--- config.mk ---
export PLATFORM = sky130hd
export DESIGN_NAME = sensor_sampler
export DESIGN_NICKNAME = d
export VERILOG_FILES = /design/src/rtl/sensor_sampler.sv
export SDC_FILE = /design/constraint.sdc
export NUM_CORES = 1
export LEC_CHECK = 0
export CORE_MARGIN = 4
export CORE_UTILIZATION = 50
export CTS_CLUSTER_DIAMETER = 120
export DETAILED_ROUTE_END_ITERATION = 10
export GPL_TIMING_DRIVEN = 0
export PLACE_DENSITY_LB_ADDON = 0.3
export SYNTH_ARGS = -nofsm -noshare
export SYNTH_HDL_FRONTEND = slang
export SYNTH_SLANG_ARGS = --single-unit
--- constraint.sdc ---
create_clock -name clk -period 2.05 [get_ports clk]
set_input_delay 0.3075 -clock clk [delete_from_list [all_inputs] [get_ports clk]]
set_output_delay 0.3075 -clock clk [all_outputs]
set_load 0.005 [all_outputs]
--- src/rtl/sensor_sampler.sv ---
// Multi-bit sensor front end: two-flop synchronizer, per-bit debounce counters,
// and a registered debounced word with an update strobe and running update count.
module sensor_sampler #(
    parameter int WIDTH     = 4,
    parameter int DB_CYCLES = 4
) (
    input  logic             clk,
    input  logic             rst_n,
    input  logic [WIDTH-1:0] sensor_raw,
    input  logic             enable,
    output logic [WIDTH-1:0] xin_out,
    output logic             xin_valid,
    output logic [7:0]       change_count
);

    localparam int            CW       = (DB_CYCLES > 1) ? $clog2(DB_CYCLES) : 1;
    localparam logic [CW-1:0] CNT_LAST = CW'(DB_CYCLES - 1);

    logic [WIDTH-1:0] sync1;
    logic [WIDTH-1:0] sync2;
    logic [CW-1:0]    cnt [WIDTH];
    logic [WIDTH-1:0] differ;
    logic [WIDTH-1:0] accept;
    logic             any_accept;

    // NOTE: sequential state uses non-blocking assignments so every flop samples
    // pre-edge values; sync2 must see the old sync1, not the one just written.
    always_ff @(posedge clk or negedge rst_n) begin
        if (!rst_n) begin
            sync1 <= '0;
            sync2 <= '0;
        end else begin
            sync1 <= sensor_raw;
            sync2 <= sync1;
        end
    end

    // NOTE: every variable gets a default before any conditional write, so no
    // latch is inferred for bits the loop might otherwise leave unassigned.
    always_comb begin
        differ = sync2 ^ xin_out;
        accept = '0;
        for (int i = 0; i < WIDTH; i++) begin
            accept[i] = enable && differ[i] && (cnt[i] == CNT_LAST);
        end
    end

    assign any_accept = |accept;

    // NOTE: cnt is an array of per-bit flops, not a RAM; it must be reset because
    // a stale partial count would shorten the next debounce window.
    always_ff @(posedge clk or negedge rst_n) begin
        if (!rst_n) begin
            for (int i = 0; i < WIDTH; i++) begin
                cnt[i] <= '0;
            end
        end else begin
            for (int i = 0; i < WIDTH; i++) begin
                if (!enable || !differ[i] || accept[i]) begin
                    cnt[i] <= '0;
                end else begin
                    cnt[i] <= cnt[i] + CW'(1);
                end
            end
        end
    end

    // Accepted bits take their synchronized value; all others hold.
    always_ff @(posedge clk or negedge rst_n) begin
        if (!rst_n) begin
            xin_out      <= '0;
            xin_valid    <= 1'b0;
            change_count <= 8'd0;
        end else begin
            xin_out   <= (xin_out & ~accept) | (sync2 & accept);
            xin_valid <= any_accept;
            if (any_accept) begin
                change_count <= change_count + 8'd1;
            end
        end
    end

endmodule

Word-level counts from Yosys, hierarchy flattened
Index checks and enable logic that the tools add are counted.

Flip-flop bits (word level): 29. Bits in latches: 0. Bits in writable memories: 0. Bits in read-only memories: 0. Input port bits: 7. Output and inout port bits: 13. Logic and storage cells: 49. Memories kept: 0.

$add $sub $neg: 5. $mul: 0. Div/mod/pow operators: 0. Order comparisons: 0. Eq/ne operators: 4. Shifts and indexed selects: 0. Multiplexer cells: 4. Bitwise logic cells: 5. Reduce and logical (&&, ||, !) cells: 22.

Operators by type and width (count): $add A2 B1 Y2 const B (4); $add A8 B1 Y8 const B (1); $and A4 B4 Y4 (2); $eq A2 B2 Y1 const B (4); $logic_and A1 B1 Y1 (8); $logic_or A1 B1 Y1 (8); $mux W2 (4); $logic_not A1 Y1 (5); $not A4 Y4 (1); $or A4 B4 Y4 (1); $reduce_or A4 Y1 (1); $xor A4 B4 Y4 (1).

Logic depth before layout (Yosys ltp)
Depth after elaboration: 6. Gate-level depth with buffers: 5. Depth with buffers taken out: 5.

Worst setup path before layout
No wires, ideal clock.

Path type: reg-to-reg. Start: reg cnt[6] (netlist name). End: reg change_count[1]. Setup time: 0.125 ns. Arrival time: 1.437 ns. Required time: 1.925 ns. Setup slack: 0.488 ns. Cell stages (with the launch flop): 6. Buffers on the path: 0. Clock period less this slack: 1.562 ns. Cells stage by stage: dfrtp_1 -> ha_1 -> and2_1 -> a32o_2 -> nor2_4 -> mux2_4.

Cells in the longest elaborated chain, start to end: 3.

RTL lines: start, declared (line 21) `logic [CW-1:0] cnt [WIDTH];`; start signal, assigned by index (line 62) `cnt[i] <= cnt[i] + CW'(1);`; $eq A2 B2 Y1 (line 44) `accept[i] = enable && differ[i] && (cnt[i] == CNT_LAST);`; $logic_and A1 B1 Y1 (line 44); $reduce_or A4 Y1 (line 48) `assign any_accept = |accept;`; end signal, assigned (line 78) `change_count <= change_count + 8'd1;`; end, declared (line 13) `output logic [7:0] change_count`.

No other way between the ends. A chain may end at the register's enable or synchronous reset.

Worst setup path after layout
Same ends and word-level chain as after synthesis.

==> results.tsv <==
stage	metric	value	unit
status	status	complete, but fails checks	
status	failing checks	negative hold slack	
route	routed vias	727	
clocking	H-tree depth	2	
synthesis	Avg Synthesized Cell Area	13.3	µm²
finish	share of layout cells above drive strength 1	0.143	
route	# DRC	0	
sta	worst hold slack	-0.00660	ns
synthesis	Synth Net Count	99	
synthesis	yosys warns	0	
finish	fin nets	124	
synthesis	FFs w/ async S/R, synth	1.00	
power_and_ir_drop	Seq pwr share	0.558	
sta	Max Slew Vio Count	0	
synthesis	Yosys top cell area share	0.628	
die	row count	17	
power_and_ir_drop	Internal	934	µW
sta	clock skew	0.0125	ns
finish	cell area after layout	0.00142	mm²
worst_setup_path	crit path DAT	1.87	ns
sta	Tcrit/Tclk final	0.817	
route	vias per cell	5.19	
clocking	setup bufs post-CTS	0	
power_and_ir_drop	pwr dens	877	mW/mm²
synthesis	mapped cell area	0.00116	mm²
worst_setup_path	worst-path maximum fanout	7	
route	DRT antenna net count	0	
synthesis	most numerous cell in the Yosys netlist	dfrtp_1	
worst_setup_path	Crit. End Element	register	
sta	slew margin rel.	0.590	
synthesis	Syn Inst Count	87	
synthesis	main flop type after synthesis	dfrtp_1	
finish	ant diodes	0	
die	core area	0.00221	mm²
clocking	CTS Root Cell	clkbuf_4	
hold_path	Hold Crit Class	in2async	
sta	Fmax	597	MHz
global_routing	global-route wire length before repair	3260	µm
sta	setup repair after global routing missed its margin	false	
worst_setup_path	CP Launch Type	register	
die	Die Ht	56.1	µm
sta	Hold Violations, Final	6	
worst_setup_path	RR Startpoint	cnt[6]$_DFF_PN0_	
die	die footprint	0.00315	mm²
worst_setup_path	r2r setup slk	0.37	ns
power_and_ir_drop	Net Sw Power	313	µW
sta	Worst Tran Pin Value	0.615	ns
clocking	clock tree buffer depth	2	
synthesis	synthesized flop and latch total	29	
global_routing	initial antenna violation count	0	
worst_setup_path	CP Class	reg2reg	
power_and_ir_drop	static leakage	0.000675	µW
global_routing	overall routing resource usage	0.138	
worst_setup_path	CP Data Required Time	2.24	ns
synthesis	sequential share of the synthesized area	0.628	
power_and_ir_drop	Clock Power Share	0.271	
die	chip width	56.1	µm
synthesis	main area contributors after synthesis	dfrtp_1 (63%), ha_1 (5.4%), xnor2_1 (5.3%), mux2_2 (3.9%), xor2_1 (3.0%)	
clocking	total CTS buffers	5	
die	Initial Util	0.523	
power_and_ir_drop	Sw Share	0.251	
synthesis	Post-synth EDFFs	0	
clocking	Post-CTS Resized	0	
synthesis	post-synth top area cell	dfrtp_1	
sta	Setup TNS	0	ns
sta	Setup Viol. Count Final	0	
global_routing	largest net degree at the start of global routing	30	
clocking	clk sinks	29	
global_routing	vias in the first global route	788	
finish	P&R area growth vs syn	22.9	%
clocking	clock-pin slew on the worst setup and hold paths	0.09	ns
place	I/O Buffers	18	
power_and_ir_drop	Worst VDD drop	0.607	mV
synthesis	post-synthesis cell type count	19	
route	wirelength, routed	1760	µm
route	DR pass1 iterations	4	
global_routing	gr ovfl total	0	
die	io pins	20	
sta	Worst Setup Slack, final	0.375	ns
place	placed wire-length estimate	1270	µm
synthesis	top cells by count, synth	dfrtp_1 (29), nand2_1 (7), xnor2_1 (7)	
clocking	hold_buf cts	0	
route	First DRT Iteration DRCs	11	
job	Max Cap Viol	0	
place	GP Congestion	0.825	
route	WL per Instance	12.6	µm
worst_setup_path	R2R depth	5	
place	pre-CTS setup slack	0.219	ns
clocking	CTS tree	built	
sta	post-layout min period	1.68	ns
clocking	Clock Latency Late Sink	0.32	ns
power_and_ir_drop	Logic pwr share	0.172	
place	DP Area	0.00137	mm²
worst_setup_path	reg2reg end	change_count[1]$_DFFE_PN0P_	
## worst max-delay path: stages, from the launching register on
cell and delay (ns):
dfrtp_1 0.39, ha_1 0.23, and2_1 0.18, a32o_2 0.29, nor2_4 0.16, mux2_4 0.31
## power groups by stage
stage	registers, µW	logic, µW	clock network (µW)
after floorplan	701	105	0
final	696	214	337
after global routing	708	237	383
after detailed placement	709	221	0
after global placement	705	212	0
after CTS	698	221	354
## cell type report
class,instances,area (µm²)
buffer,1,11.3
clock buffer,7,55.1
sequential,29,726
inverter,2,7.51
multi-input combinational,55,412
timing repair buffer,18,175
fill,193,791
tap,28,35.0
## layout by cell type (no fill, tap or decap), drive strengths merged
| cell | n |
|---|---|
| dfrtp | 29 |
| clkdlybuf4s50 | 17 |
| nand2 | 7 |
| xnor2 | 7 |
| clkbuf | 7 |
| o21ai | 6 |
| ha | 5 |
| mux2 | 5 |
| xor2 | 4 |
| nor3 | 4 |
| nor3b | 4 |
| nor2 | 4 |
| and2 | 2 |
| a32o | 2 |
| inv | 2 |
| nand3 | 2 |
| and3 | 2 |
| buf | 2 |
| nand4 | 1 |
## cell families after synthesis
group,share of synthesized area
AOI/OAI and AO/OA,0.0455
xor gates and xnor gates,0.0833
adders and majority gates,0.0541
buffers and inverters,0.0162
DFF,0.628
muxes,0.0519
and+or+nand+nor,0.121
## stage by stage
stage / power, µW / instances / hold slack, ns / utilization
2_1_floorplan: 805 / 87 / 0.0119 / -
3_3_place_gp: 917 / 133 / 0.332 / 0.620
3_5_place_dp: 929 / 133 / 0.336 / 0.620
4_1_cts: 1270 / 140 / 0.236 / 0.645
5_1_grt: 1330 / 140 / 0.0293 / 0.643
6_report: 1250 / 140 / -0.00660 / 0.643
## worst max-delay path by stage
stage	cells past startpoint	start	endpoint	slack, ns
after floorplan	5	cnt[6]$_DFF_PN0_	change_count[1]$_DFFE_PN0P_	0.49
after global placement	1	rst_n	change_count[5]$_DFFE_PN0P_	0.23
after detailed placement	1	rst_n	change_count[6]$_DFFE_PN0P_	0.22
after CTS	5	cnt[6]$_DFF_PN0_	change_count[1]$_DFFE_PN0P_	0.37
after global routing	5	cnt[6]$_DFF_PN0_	change_count[1]$_DFFE_PN0P_	0.31
final	5	cnt[6]$_DFF_PN0_	change_count[1]$_DFFE_PN0P_	0.37
## per-layer routing
| layer | wire (µm) | part of all wire | vias to the layer above | GRT usage |
|---|---|---|---|---|
| met5 | 0 | 0 | - | 0 |
| met4 | 24 | 0.014 | 0 | 0.0610 |
| met3 | 129 | 0.073 | 3 | 0.0766 |
| met2 | 816 | 0.46 | 21 | 0.215 |
| met1 | 793 | 0.45 | 356 | 0.153 |
| li1 | - | - | 347 | - |
Power figures use the tool's default switching activity.
